--- src/rtl/nn_cfg_pkg.sv ---
// Shared definitions for the neuron configuration loader: FSM encoding, word width
// and the helper that pulls one 32-bit field out of a packed parameter vector.
package nn_cfg_pkg;

    localparam int CFG_WORD_WIDTH = 32;
    // Upper bound on packed fields; parameter vectors are zero-extended to this size.
    localparam int MAX_FIELDS     = 16;

    typedef enum logic [2:0] {
        ST_IDLE   = 3'd0,
        ST_LOAD_W = 3'd1,
        ST_LOAD_B = 3'd2,
        ST_CHK    = 3'd3,
        ST_DONE   = 3'd4
    } cfg_state_t;

    function automatic logic [CFG_WORD_WIDTH-1:0] field32(
        input logic [CFG_WORD_WIDTH*MAX_FIELDS-1:0] vec,
        input int                                   idx
    );
        return vec[CFG_WORD_WIDTH*idx +: CFG_WORD_WIDTH];
    endfunction

endpackage

--- src/rtl/nn_config_loader.sv ---
// Streams flat weight/bias words onto the shared neuron configuration bus, tagging each
// with its (layer, neuron). Optional trailing checksum word enabled by NN_CFG_CHECKSUM_EN.
module nn_config_loader
    import nn_cfg_pkg::*;
#(
    parameter int                        NUM_LAYERS    = 3,
    parameter logic [32*NUM_LAYERS-1:0]  LAYER_INPUTS  = {32'd10, 32'd30, 32'd30},
    parameter logic [32*NUM_LAYERS-1:0]  LAYER_NEURONS = {32'd1, 32'd10, 32'd30},
    parameter int                        CNT_WIDTH     = 16
) (
    input  logic                      clk,
    input  logic                      rst,
    input  logic                      start,
    input  logic [CFG_WORD_WIDTH-1:0] s_data,
    input  logic                      s_valid,
    output logic                      s_ready,
    output logic [CFG_WORD_WIDTH-1:0] weightValue,
    output logic [CFG_WORD_WIDTH-1:0] biasValue,
    output logic                      weightValid,
    output logic                      biasValid,
    output logic [CFG_WORD_WIDTH-1:0] config_layer_num,
    output logic [CFG_WORD_WIDTH-1:0] config_neuron_num,
    output logic                      busy,
    output logic                      done,
    output logic                      error
);

    localparam logic [CFG_WORD_WIDTH*MAX_FIELDS-1:0] INPUTS_EXT  = (CFG_WORD_WIDTH*MAX_FIELDS)'(LAYER_INPUTS);
    localparam logic [CFG_WORD_WIDTH*MAX_FIELDS-1:0] NEURONS_EXT = (CFG_WORD_WIDTH*MAX_FIELDS)'(LAYER_NEURONS);
    localparam logic [CNT_WIDTH-1:0] CNT_ONE    = CNT_WIDTH'(1);
    localparam logic [CNT_WIDTH-1:0] LAST_LAYER = CNT_WIDTH'(NUM_LAYERS - 1);

    cfg_state_t state_reg, state_next;

    logic [CNT_WIDTH-1:0] w_cnt_reg, n_cnt_reg, l_cnt_reg;
    logic [CNT_WIDTH-1:0] inputs_lim  [NUM_LAYERS];
    logic [CNT_WIDTH-1:0] neurons_lim [NUM_LAYERS];
    logic [CNT_WIDTH-1:0] cur_inputs, cur_neurons;
    logic                 last_w, last_n, last_l, accept;

    logic [CFG_WORD_WIDTH-1:0] weight_value_reg, bias_value_reg;
    logic [CFG_WORD_WIDTH-1:0] layer_num_reg, neuron_num_reg;
    logic                      weight_valid_reg, bias_valid_reg;

    // Per-layer limits truncated to counter width once, then muxed by the layer counter.
    for (genvar gi = 0; gi < NUM_LAYERS; gi++) begin : g_lim
        assign inputs_lim[gi]  = CNT_WIDTH'(field32(INPUTS_EXT, gi));
        assign neurons_lim[gi] = CNT_WIDTH'(field32(NEURONS_EXT, gi));
    end

    always_comb begin
        cur_inputs  = '0;
        cur_neurons = '0;
        for (int i = 0; i < NUM_LAYERS; i++) begin
            if (l_cnt_reg == CNT_WIDTH'(i)) begin
                cur_inputs  = inputs_lim[i];
                cur_neurons = neurons_lim[i];
            end
        end
    end

    assign accept = s_valid & s_ready;
    assign last_w = (w_cnt_reg == cur_inputs - CNT_ONE);
    assign last_n = (n_cnt_reg == cur_neurons - CNT_ONE);
    assign last_l = (l_cnt_reg == LAST_LAYER);

    always_ff @(posedge clk or negedge rst) begin
        if (!rst) state_reg <= ST_IDLE;
        else      state_reg <= state_next;
    end

    always_comb begin
        state_next = state_reg;
        case (state_reg)
            ST_IDLE:   if (start) state_next = ST_LOAD_W;
            ST_LOAD_W: if (accept && last_w) state_next = ST_LOAD_B;
            ST_LOAD_B: begin
                if (accept) begin
                    if (last_n && last_l) begin
`ifdef NN_CFG_CHECKSUM_EN
                        state_next = ST_CHK;
`else
                        state_next = ST_DONE;
`endif
                    end else begin
                        state_next = ST_LOAD_W;
                    end
                end
            end
            ST_CHK:    if (accept) state_next = ST_DONE;
            ST_DONE:   state_next = ST_IDLE;
            default:   state_next = ST_IDLE;
        endcase
    end

    always_comb begin
        s_ready = (state_reg == ST_LOAD_W) || (state_reg == ST_LOAD_B) || (state_reg == ST_CHK);
        busy    = (state_reg != ST_IDLE);
        done    = (state_reg == ST_DONE);
    end

    always_ff @(posedge clk or negedge rst) begin
        if (!rst) begin
            w_cnt_reg <= '0;
            n_cnt_reg <= '0;
            l_cnt_reg <= '0;
        end else if (state_reg == ST_IDLE && start) begin
            w_cnt_reg <= '0;
            n_cnt_reg <= '0;
            l_cnt_reg <= '0;
        end else if (accept && state_reg == ST_LOAD_W) begin
            w_cnt_reg <= last_w ? '0 : w_cnt_reg + CNT_ONE;
        end else if (accept && state_reg == ST_LOAD_B) begin
            if (!last_n) begin
                n_cnt_reg <= n_cnt_reg + CNT_ONE;
            end else if (!last_l) begin
                n_cnt_reg <= '0;
                l_cnt_reg <= l_cnt_reg + CNT_ONE;
            end
        end
    end

    // Bus registers: valids pulse per accept, data and indices hold until the next accept.
    always_ff @(posedge clk or negedge rst) begin
        if (!rst) begin
            weight_valid_reg <= 1'b0;
            bias_valid_reg   <= 1'b0;
            weight_value_reg <= '0;
            bias_value_reg   <= '0;
            layer_num_reg    <= '0;
            neuron_num_reg   <= '0;
        end else begin
            weight_valid_reg <= accept && (state_reg == ST_LOAD_W);
            bias_valid_reg   <= accept && (state_reg == ST_LOAD_B);
            if (accept && (state_reg == ST_LOAD_W || state_reg == ST_LOAD_B)) begin
                layer_num_reg  <= CFG_WORD_WIDTH'(l_cnt_reg);
                neuron_num_reg <= CFG_WORD_WIDTH'(n_cnt_reg);
                if (state_reg == ST_LOAD_W) weight_value_reg <= s_data;
                else                        bias_value_reg   <= s_data;
            end
        end
    end

    assign weightValid       = weight_valid_reg;
    assign biasValid         = bias_valid_reg;
    assign weightValue       = weight_value_reg;
    assign biasValue         = bias_value_reg;
    assign config_layer_num  = layer_num_reg;
    assign config_neuron_num = neuron_num_reg;

`ifdef NN_CFG_CHECKSUM_EN
    logic [CFG_WORD_WIDTH-1:0] sum_reg;
    logic                      error_reg;

    always_ff @(posedge clk or negedge rst) begin
        if (!rst) begin
            sum_reg   <= '0;
            error_reg <= 1'b0;
        end else if (state_reg == ST_IDLE && start) begin
            sum_reg   <= '0;
            error_reg <= 1'b0;
        end else if (accept && (state_reg == ST_LOAD_W || state_reg == ST_LOAD_B)) begin
            sum_reg <= sum_reg + s_data;
        end else if (accept && state_reg == ST_CHK) begin
            error_reg <= (s_data != sum_reg);
        end
    end

    assign error = error_reg;
`else
    assign error = 1'b0;
`endif

endmodule

--- config.mk ---
export PLATFORM = sky130hd
export DESIGN_NAME = nn_config_loader
export DESIGN_NICKNAME = d
export VERILOG_FILES = /design/src/rtl/nn_cfg_pkg.sv /design/src/rtl/nn_config_loader.sv
export SDC_FILE = /design/constraint.sdc
export NUM_CORES = 1
export LEC_CHECK = 0
export CAP_MARGIN = 20
export CORE_UTILIZATION = 50
export DETAILED_ROUTE_END_ITERATION = 10
export HOLD_SLACK_MARGIN = 0.12
export MAX_ROUTING_LAYER = met4
export PLACE_DENSITY = 0.88
export SYNTH_ARGS = -nofsm -noshare
export SYNTH_HDL_FRONTEND = slang
export SYNTH_SLANG_ARGS = --single-unit
--- constraint.sdc ---
create_clock -name clk -period 3.75 [get_ports clk]
set_input_delay 0.375 -clock clk [delete_from_list [all_inputs] [get_ports clk]]
set_output_delay 0.375 -clock clk [all_outputs]
set_load 0.01 [all_outputs]
==> After elaboration in Yosys (flattened, before gate mapping) <==
Cells that the tools add are included.
{ "classes": {"addsub": 5, "mul": 0, "div_mod_pow": 0, "n_lt_le_gt_ge": 0, "n_eq_ne": 15, "n_shift": 0, "mux": 24, "n_bitwise": 2, "reduce_logical": 19} }
{ "op_table": {"columns": ["operator", "n"], "rows": [
  ["16-bit two-way mux", 14],
  ["16-bit by 1-bit adder with 16-bit output (second input constant)", 3],
  ["16-bit equality test", 2],
  ["16-bit by 1-bit subtractor with 16-bit output (second input constant)", 2],
  ["5-bit two-way mux", 4],
  ["16-bit by 1-bit equality test with 1-bit output (second input constant)", 1],
  ["16-bit by 2-bit equality test with 1-bit output (second input constant)", 1],
  ["16-bit zero test", 1],
  ["3-bit two-way mux", 5],
  ["3-bit case mux with 4 select lines", 1],
  ["2-bit != test (second input constant)", 5],
  ["4-bit AND reduction", 2],
  ["3-bit by 2-bit equality test with 1-bit output (second input constant)", 2],
  ["1-bit logical AND", 6],
  ["2-bit nonzero test", 3],
  ["2-bit AND reduction", 2],
  ["3-bit by 1-bit equality test with 1-bit output (second input constant)", 1],
  ["3-bit equality test (second input constant)", 1],
  ["3-bit zero test", 1],
  ["3-bit by 2-bit != test with 1-bit output (second input constant)", 1],
  ["3-bit AND reduction", 1],
  ["3-bit nonzero test", 1],
  ["1-bit logical OR", 2],
  ["2-bit by 1-bit != test with 1-bit output (second input constant)", 1],
  ["2 further kinds", 2]
]} }
{ "word_totals": {"register_bits": 149, "latchBits": 0, "ramBits": 0, "rom_bits": 0, "wordCells": 75, "memories": 0} }

==> Longest topological paths before layout <==
Gate-level depths: netlist of the first run.
{ "depth": {"ltp_word": 10, "mapped_depth": 10, "ltp_nobuf": 9} }

==> Least setup slack after synthesis of the first run <==
Ideal clock, no wire load.
{ "synth_path": {"path_type": "register -> register", "start": "register l_cnt_reg[11]", "end": "register l_cnt_reg[6]", "setup_time_ps": 78, "arrival_time_ps": 2455, "required_ps": 3672, "setup_slack_ps": 1217, "path_stages_with_launch": 8, "n_path_buf": 0, "period_less_slack_ps": 2533, "path_cell_list": "dfrtp_1 -> nor4_1 -> nand4_2 -> or4_4 -> a221oi_4 -> nand3_4 -> or3_1 -> a21oi_1"} }
{ "synth_between": {"elab_chain_len": 8, "word_cells_on_any_way": 11, "classes_between": "add/sub: 1; eq/ne: 4; mux: 3; reduce/logical: 3"} }
{ "synth_lines": {"columns": ["item", "line_no", "text"], "rows": [
  ["start: declaration", "nn_config_loader.sv:35", "logic [CNT_WIDTH-1:0] w_cnt_reg, n_cnt_reg, l_cnt_reg;"],
  ["start signal: assignment", "nn_config_loader.sv:118", "l_cnt_reg <= l_cnt_reg + CNT_ONE;"],
  ["16-bit zero test", "nn_config_loader.sv:55", "if (l_cnt_reg == CNT_WIDTH'(i)) begin"],
  ["5-bit two-way mux (2 in a row)", "nn_config_loader.sv:55", null],
  ["16-bit two-way mux", "nn_config_loader.sv:55", null],
  ["16-bit by 1-bit subtractor with 16-bit output", "nn_config_loader.sv:64", "assign last_n = (n_cnt_reg == cur_neurons - CNT_ONE);"],
  ["16-bit equality test", "nn_config_loader.sv:64", null],
  ["2-bit nonzero test (no line)", null, null],
  ["4-bit AND reduction (no line) (*)", null, null]
]} }
Mark *: on every way between the ends. The rest lies on a longest branch, timed or not.
A chain may end at the register's enable or synchronous reset.

==> Worst setup path after layout of the first run <==
{ "layout_path": {"start": "register l_cnt_reg[4]", "end": "register n_cnt_reg[13]"} }
{ "layout_between": {"elab_chain_len": 10, "word_cells_on_any_way": 14, "classes_between": "add/sub: 1; eq/ne: 4; mux: 7; reduce/logical: 2"} }
{ "layout_lines": {"columns": ["item", "line_no", "text"], "rows": [
  ["16-bit zero test", "nn_config_loader.sv:55", null],
  ["5-bit two-way mux (2 in a row)", "nn_config_loader.sv:55", null],
  ["16-bit two-way mux", "nn_config_loader.sv:55", null],
  ["16-bit by 1-bit subtractor with 16-bit output", "nn_config_loader.sv:64", null],
  ["16-bit equality test", "nn_config_loader.sv:64", null],
  ["16-bit two-way mux", "nn_config_loader.sv:114", "if (!last_n) begin"],
  ["16-bit two-way mux", "nn_config_loader.sv:113", "end else if (accept && state_reg == ST_LOAD_B) begin"],
  ["16-bit two-way mux", "nn_config_loader.sv:111", "end else if (accept && state_reg == ST_LOAD_W) begin"],
  ["16-bit two-way mux", "nn_config_loader.sv:107", "end else if (state_reg == ST_IDLE && start) begin"],
  ["end signal: assignment", "nn_config_loader.sv:115", "n_cnt_reg <= n_cnt_reg + CNT_ONE;"],
  ["end: declaration", "nn_config_loader.sv:35", null]
]} }
Parallel ways exist; a longest one is shown, timed or not. The select of a mux whose other input is x is not followed.

==> results by group, run 1 <==
Detailed routing
  – DRT antenna net count: 0
  – Vias per inst: 5.32
  – Routed WL per cell: 15.4 um
  – Total vias in the final route: 5558
  – Residual DRC: 0
  – Iter 0 DRT Violations: 477
  – Final wirelength: 16100 um
  – Detailed-router iteration count before antenna repair: 5

Logic synthesis
  – Mapped Cells: 722
  – Synth Warn #: 0
  – Sequential area share after synthesis: 0.545
  – Proportion of synthesized area in mux cells: 0.0459
  – Ys flop type: dfrtp_1
  – Syn Area/Cell: 9.48 um2
  – FFs w/ async S/R, synth: 1.00
  – Cell Area, Synth: 0.00685 mm2
  – Simple-gate share of the synthesized area: 0.259
  – Flops & latches, synth: 149
  – Post-synth EDFFs: 0
  – XOR/XNOR share of the synthesized area: 0.0307
  – Largest family of logic cells by synthesized area: simple AND/OR/NAND/NOR gates
  – Synth Area in Adders: 0.0110
  – Post-synthesis compound-gate area fraction: 0.0486
  – Synth unique cells: 56

Power
  – Peak supply drop: 0.335 mV
  – Pwr Density: between 500 and 600 mW/mm2
  – Leak: approximately 4.3 nW

Worst setup path
  – Worst-path maximum fanout: 10
  – CP Launch Type: flop
  – WP data required: 4.04 ns
  – Critical Path AT: 3.32 ns
  – Critical Path Sink Type: flop
  – Crit Path Class: reg2reg

CTS
  – Clock buffer depth: 2
  – Worst-path clk slew: 0.06 ns
  – CTS tree: built
  – CTS Buf Count: 17
  – CTS Hold Bufs: 1
  – H-tree depth: 4
  – Post-CTS sizing: 0
  – Number of post-CTS setup repair buffers: 0
  – Clk_lat worst skew: 0.42 ns
  – Clock Sinks: 149
  – CTS root buf: clkbuf_16

Final layout
  – Share of cells above drive strength 1: 0.0932
  – Area of the multi-input gates: 0.00283 mm2
  – Number of diodes: 0
  – Fill cells: 1019
  – Reg area: 0.00373 mm2
  – Finished Cell Area: 0.00887 mm2
  – Layout area overhead: 29.5%
  – Final nets: 898
  – Most frequent cells in the layout: nand2_1, dfrtp_1, clkdlybuf4s50_1, nor2_1
  – Commonest non-fill, non-tap cell in the layout: nand2_1

Global routing
  – First-pass GRT wire length: 26700 um
  – Total GRT Usage: 0.247
  – Total grt overflow: 0
  – Largest net degree at the start of global routing: 80
  – Vias in the first global route: around 5300
  – Initial antenna violation count: 0

Die
  – Core ar.: 0.0133 mm2
  – DIE AREA: 0.0142 mm2
  – Num ports: between 150 and 200
  – Starting Density: 0.515
  – Die H: 119 um
  – Row count: 42
  – Die X: 119 um

Placed design
  – GPL Wtd Cong: 0.876
  – Post-DP Area: 0.00826 mm2
  – Port Buf Inserts: ~140
  – Post-DP HPWL: 10500 um

Hold path
  – HP Class: reg2reg

STA
  – Final Max Slew Viols: 0
  – Hold Violations, Final: 0
  – Final period util: 0.809
  – Clock skew: roughly 0.0075 ns
  – Hold WS: 0.471 ns
  – Worst-Margin Slew: 1.02 ns
  – Unrepaired setup endpoints after global routing: false
  – Worst slew margin: 0.316
  – Final setup vio count: 0
  – Setup_tns: 0 ns
  – Final min period: 3.03 ns
  – Max Clk Rate: 0.330 GHz

Status
  – Status: finished clean

Job
  – Max Cap Viol: 0
## stage by stage
step / power (mW) / utilization / cells / setup slack [ns]
final: 4.55 / 0.667 / 1045 / 0.716
after global routing: 4.75 / 0.667 / 1045 / 0.537
after CTS: 4.58 / 0.667 / 1045 / 0.745
after detailed placement: 2.85 / 0.621 / 1012 / 0.839
after global placement: 2.81 / 0.621 / 1012 / 0.987
after floorplan: 2.39 / - / 754 / 1.22
## cell usage after synthesis, types with 2 or more instances
library cell    n  area share
nand2_1       238        0.13
dfrtp_1       149        0.54
nor2_1         38       0.021
buf_4          33       0.036
nand3_1        33       0.024
mux2_2         27       0.044
clkbuf_1       24       0.013
or3_1          19       0.017
xor2_1         19       0.024
o21ai_0        17       0.012
nand4_1        12       0.011
inv_1          11      0.0060
nor4_1         11       0.010
a21oi_1         9      0.0066
and2_1          7      0.0064
ha_1            6       0.011
nor3_1          5      0.0037
or2_2           5      0.0046
xnor2_1         5      0.0064
and3_1          4      0.0037
and4_1          4      0.0051
a22o_1          3      0.0038
buf_1           3      0.0016
or4_1           3      0.0033
a2111oi_0       2      0.0026
nand2b_1        2      0.0018
nor2b_1         2      0.0018
o211ai_1        2      0.0022
o31ai_1         2      0.0022
## worst max-delay path, stage by stage, from the launching register on
cell and delay, ns:
dfrtp_1 0.43, nor4_1 0.41, nand4_2 0.31, or4_4 0.57, a221oi_4 0.49, buf_4 0.26, a2111oi_0 0.08, a31oi_1 0.22
o21ai_0 0.13
## cell type report
class                      count  area share
clock buffer                  19      0.0500
clock inverter                13      0.0176
inverter                      11     0.00466
multi-input combinational    532       0.319
sequential                   149       0.421
tap                          176      0.0248
timing repair buffer         145       0.163
## final timing paths
kind,startpoint,end,slack [ns],cells past startpoint
min reg2reg,weightValue[31],weightValue[31],0.47,2
max in group asynchronous,rst,biasValue[5],2.37,3
max reg2reg,l_cnt_reg[4],n_cnt_reg[13],0.72,8
max,l_cnt_reg[4],n_cnt_reg[13],0.72,8
min,weightValue[31],weightValue[31],0.47,2
min in group asynchronous,rst,l_cnt_reg[10],0.56,2
## per-layer routing
layer | share of wire | vias up | GRT usage
li1 | - | 2611 | -
met1 | 0.42 | 2670 | 0.310
met2 | 0.50 | 227 | 0.384
met3 | 0.049 | 50 | 0.0536
met4 | 0.032 | 0 | 0.111
met5 | 0 | - | -
## report_power, final
group	total, mW	internal [mW]	switching [mW]
clock	1.72	1.06	0.658
combinational	0.914	0.429	0.485
sequential	1.91	1.78	0.136
total	4.55	3.27	1.28
## logic make-up after synthesis
family	count (synthesis)
and+or+nand+nor	393
DFF	149
buffers and inverters	73
AOI/OAI and AO/OA	48
muxes	28
xor gates and xnor gates	24
adders and majority gates	6
other	1
Note: power is estimated with default switching activity, not from simulation.
==> run 2, diff against run 1 <==
--- a/config.mk
+++ b/config.mk
@@ -6,11 +6,11 @@
 export NUM_CORES = 1
 export LEC_CHECK = 0
 export CAP_MARGIN = 20
-export CORE_UTILIZATION = 50
+export CORE_UTILIZATION = 45
 export DETAILED_ROUTE_END_ITERATION = 10
 export HOLD_SLACK_MARGIN = 0.12
 export MAX_ROUTING_LAYER = met4
-export PLACE_DENSITY = 0.88
+export PLACE_DENSITY = 0.84
 export SYNTH_ARGS = -nofsm -noshare
 export SYNTH_HDL_FRONTEND = slang
 export SYNTH_SLANG_ARGS = --single-unit
==> constraint.sdc (replaced) <==
create_clock -name clk -period 2.67 [get_ports clk]
set_input_delay 0.267 -clock clk [delete_from_list [all_inputs] [get_ports clk]]
set_output_delay 0.267 -clock clk [all_outputs]
set_load 0.01 [all_outputs]
==> results by group, run 2 (same netlist as run 1, synthesis figures left out) <==
Worst setup path
  – WP data required: 3.02 ns (was 4.04 ns)
  – Critical-path cell list: nor4_2, nand4_2, or4_4, a221oi_4, nand3_4, or3_1, a21oi_1 (was nor4_1, nand4_2, or4_4, a221oi_4, buf_4, a2111oi_0, a31oi_1, o21ai_0)
  – Critical Path Sink Type: flop (unchanged)
  – Worst path slowest cell: or4_4 (unchanged)
  – Critical Path AT: 2.91 ns (was 3.32 ns)
  – CP top delay family: simple AND/OR/NAND/NOR gates (unchanged)
  – Worst-path maximum fanout: 8 (was 10)
  – Crit path largest cell delay: 0.53 ns (was 0.57 ns)
  – Crit Path Class: reg2reg (unchanged)
  – Number of buffers and inverters on the critical path: 0 (was 1)
  – CP Launch Type: flop (unchanged)

STA
  – Hold Violations, Final: 0 (unchanged)
  – Final WS setup: 0.105 ns (was 0.716 ns)
  – Final Max Slew Viols: 0 (unchanged)
  – Final period util: 0.961 (was 0.809)
  – Hold WS: 0.389 ns (was 0.471 ns)
  – Final min period: 2.56 ns (was 3.03 ns)
  – Worst-Margin Slew: 1.11 ns (was 1.02 ns)
  – Final setup vio count: 0 (unchanged)
  – Max Clk Rate: 0.390 GHz (was 0.330 GHz)
  – Unrepaired setup endpoints after global routing: false (unchanged)
  – Clock skew: 0.0128 ns (was 0.00751 ns)
  – Worst slew margin: 0.258 (was 0.316)

Power
  – Leak: 4.40 nW (was 4.27 nW)
  – Total power: 6.49 mW (was 4.55 mW)
  – Pwr Density: 714 mW/mm2 (was 513 mW/mm2)
  – Peak supply drop: 0.484 mV (was 0.335 mV)

Detailed routing
  – DRT antenna net count: 0 (unchanged)
  – Iter 0 DRT Violations: 453 (was 477)
  – Detailed-router iteration count before antenna repair: 8 (was 5)
  – Total vias in the final route: 5645 (was 5558)
  – Vias per inst: 5.25 (was 5.32)
  – Final wirelength: 16600 um (was 16100 um)
  – Residual DRC: 16 (was 0)
  – Routed WL per cell: 15.4 um (about the same)

Status
  – Status: complete, but fails checks (was finished clean)
  – Failing checks: DRC

CTS
  – Worst-path clk slew: 0.06 ns (about the same)
  – CTS Buf Count: 17 (unchanged)
  – Clock buffer depth: 2 (unchanged)
  – Clock Sinks: 149 (unchanged)
  – CTS tree: built (unchanged)
  – CTS root buf: clkbuf_16 (unchanged)
  – Clk_lat worst skew: 0.43 ns (was 0.42 ns)
  – H-tree depth: 4 (unchanged)

Job
  – Max Cap Viol: 0 (unchanged)

Global routing
  – Total GRT Usage: 0.228 (was 0.247)
  – Initial antenna violation count: 0 (unchanged)
  – Vias in the first global route: 5584 (was 5327)
  – Largest net degree at the start of global routing: 75 (was 80)
  – Total grt overflow: 0 (unchanged)
  – First-pass GRT wire length: 27400 um (was 26700 um)

Die
  – Die X: 125 um (was 119 um)
  – Row count: 44 (was 42)
  – Die H: 125 um (was 119 um)
  – DIE AREA: 0.0157 mm2 (was 0.0142 mm2)
  – Core ar.: 0.0147 mm2 (was 0.0133 mm2)
  – Num ports: 170 (unchanged)
  – Starting Density: 0.466 (was 0.515)

Placed design
  – Placed Cells: 1040 (was 1012)
  – Dpl ws: -0.00672 ns (was 0.839 ns)
  – Port Buf Inserts: 136 (unchanged)
  – Post-DP Area: 0.00842 mm2 (was 0.00826 mm2)
  – Post-DP HPWL: 10800 um (was 10500 um)
  – GPL Wtd Cong: 0.837 (was 0.876)

Final layout
  – Most frequent cells in the layout: nand2_1, dfrtp_1, clkdlybuf4s50_1, nor2_1 (unchanged)
  – Finished Cell Area: 0.00909 mm2 (was 0.00887 mm2)
  – Commonest non-fill, non-tap cell in the layout: nand2_1 (unchanged)
  – Non-Filler Instances: 1076 (was 1045)
  – Layout area overhead: 32.8% (was 29.5%)
  – Final nets: 921 (was 898)
  – Share of cells above drive strength 1: 0.119 (was 0.0932)
  – Number of diodes: 0 (unchanged)

Hold path
  – HP Class: in2reg (was reg2reg)
[run 2: cell types whose count changed in the layout (fill, tap and decap cells not counted), sizes merged]
cell / previous run / this run
clkbuf: 19 / 21
clkinv: 7 / 5
buf: 9 / 32
[run 2: layout make-up]
cell class	instances	area, um2
timing repair buffer	168	1620
clock inverter	11	150
sequential	149	3730
inverter	11	41.3
fill	1153	5610
multi-input combinational	532	2860
tap	184	230
clock buffer	21	460
[run 2: per-stage QoR]
stage,utilization,setup TNS [ns]
floorplan,-,0
global placement,0.573,0
detailed placement,0.573,-0.00672
CTS,0.615,0
global route,0.618,0
finish,0.618,0
[run 2: tightest hold or removal path: stages]
cell and delay (ns):
clkdlybuf4s50_1 0.42, nand2_1 0.06, nand2_1 0.04
[run 2: power by group]
group	switching, mW	leakage (nW)	internal (mW)
Clock	0.952	0.294	1.52
Sequential	0.187	1.98	2.50
Combinational	0.706	2.13	0.629
[run 2: routing by layer]
metal | GRT usage | vias up | wire (um)
met3 | 0.0466 | 39 | 898
met5 | - | - | 0
met2 | 0.361 | 206 | 8030
li1 | - | 2659 | -
met1 | 0.283 | 2741 | 7240
met4 | 0.103 | 0 | 448
[run 2: worst paths after layout]
| check | end | from | slack (ns) | cells after the start |
|---|---|---|---|---|
| max | l_cnt_reg[12] | l_cnt_reg[13] | 0.11 | 7 |
| max reg2reg | l_cnt_reg[12] | l_cnt_reg[13] | 0.11 | 7 |
| min in group asynchronous | config_layer_num[11] | rst | 0.44 | 2 |
| max in group asynchronous | w_cnt_reg[7] | rst | 1.48 | 3 |
| min | biasValue[27] | s_data[27] | 0.39 | 3 |
| min reg2reg | biasValue[9] | biasValue[9] | 0.47 | 2 |
[run 2: what timing repair did]
item                                    CTS  global route
buffers inserted                          0             3
gates resized for setup                   0             5
hold buffers                              1             0
endpoints found under the setup margin    0            25
hold endpoints to repair                 71             0
==> run 3, diff against run 2 <==
--- a/config.mk
+++ b/config.mk
@@ -5,6 +5,7 @@
 export SDC_FILE = /design/constraint.sdc
 export NUM_CORES = 1
 export LEC_CHECK = 0
+export ABC_CLOCK_PERIOD_IN_PS = 2670
 export CAP_MARGIN = 20
 export CORE_UTILIZATION = 45
 export DETAILED_ROUTE_END_ITERATION = 10
==> results of run 3 <==
The final DEF is identical to that of run 2; final timing and power are the same.
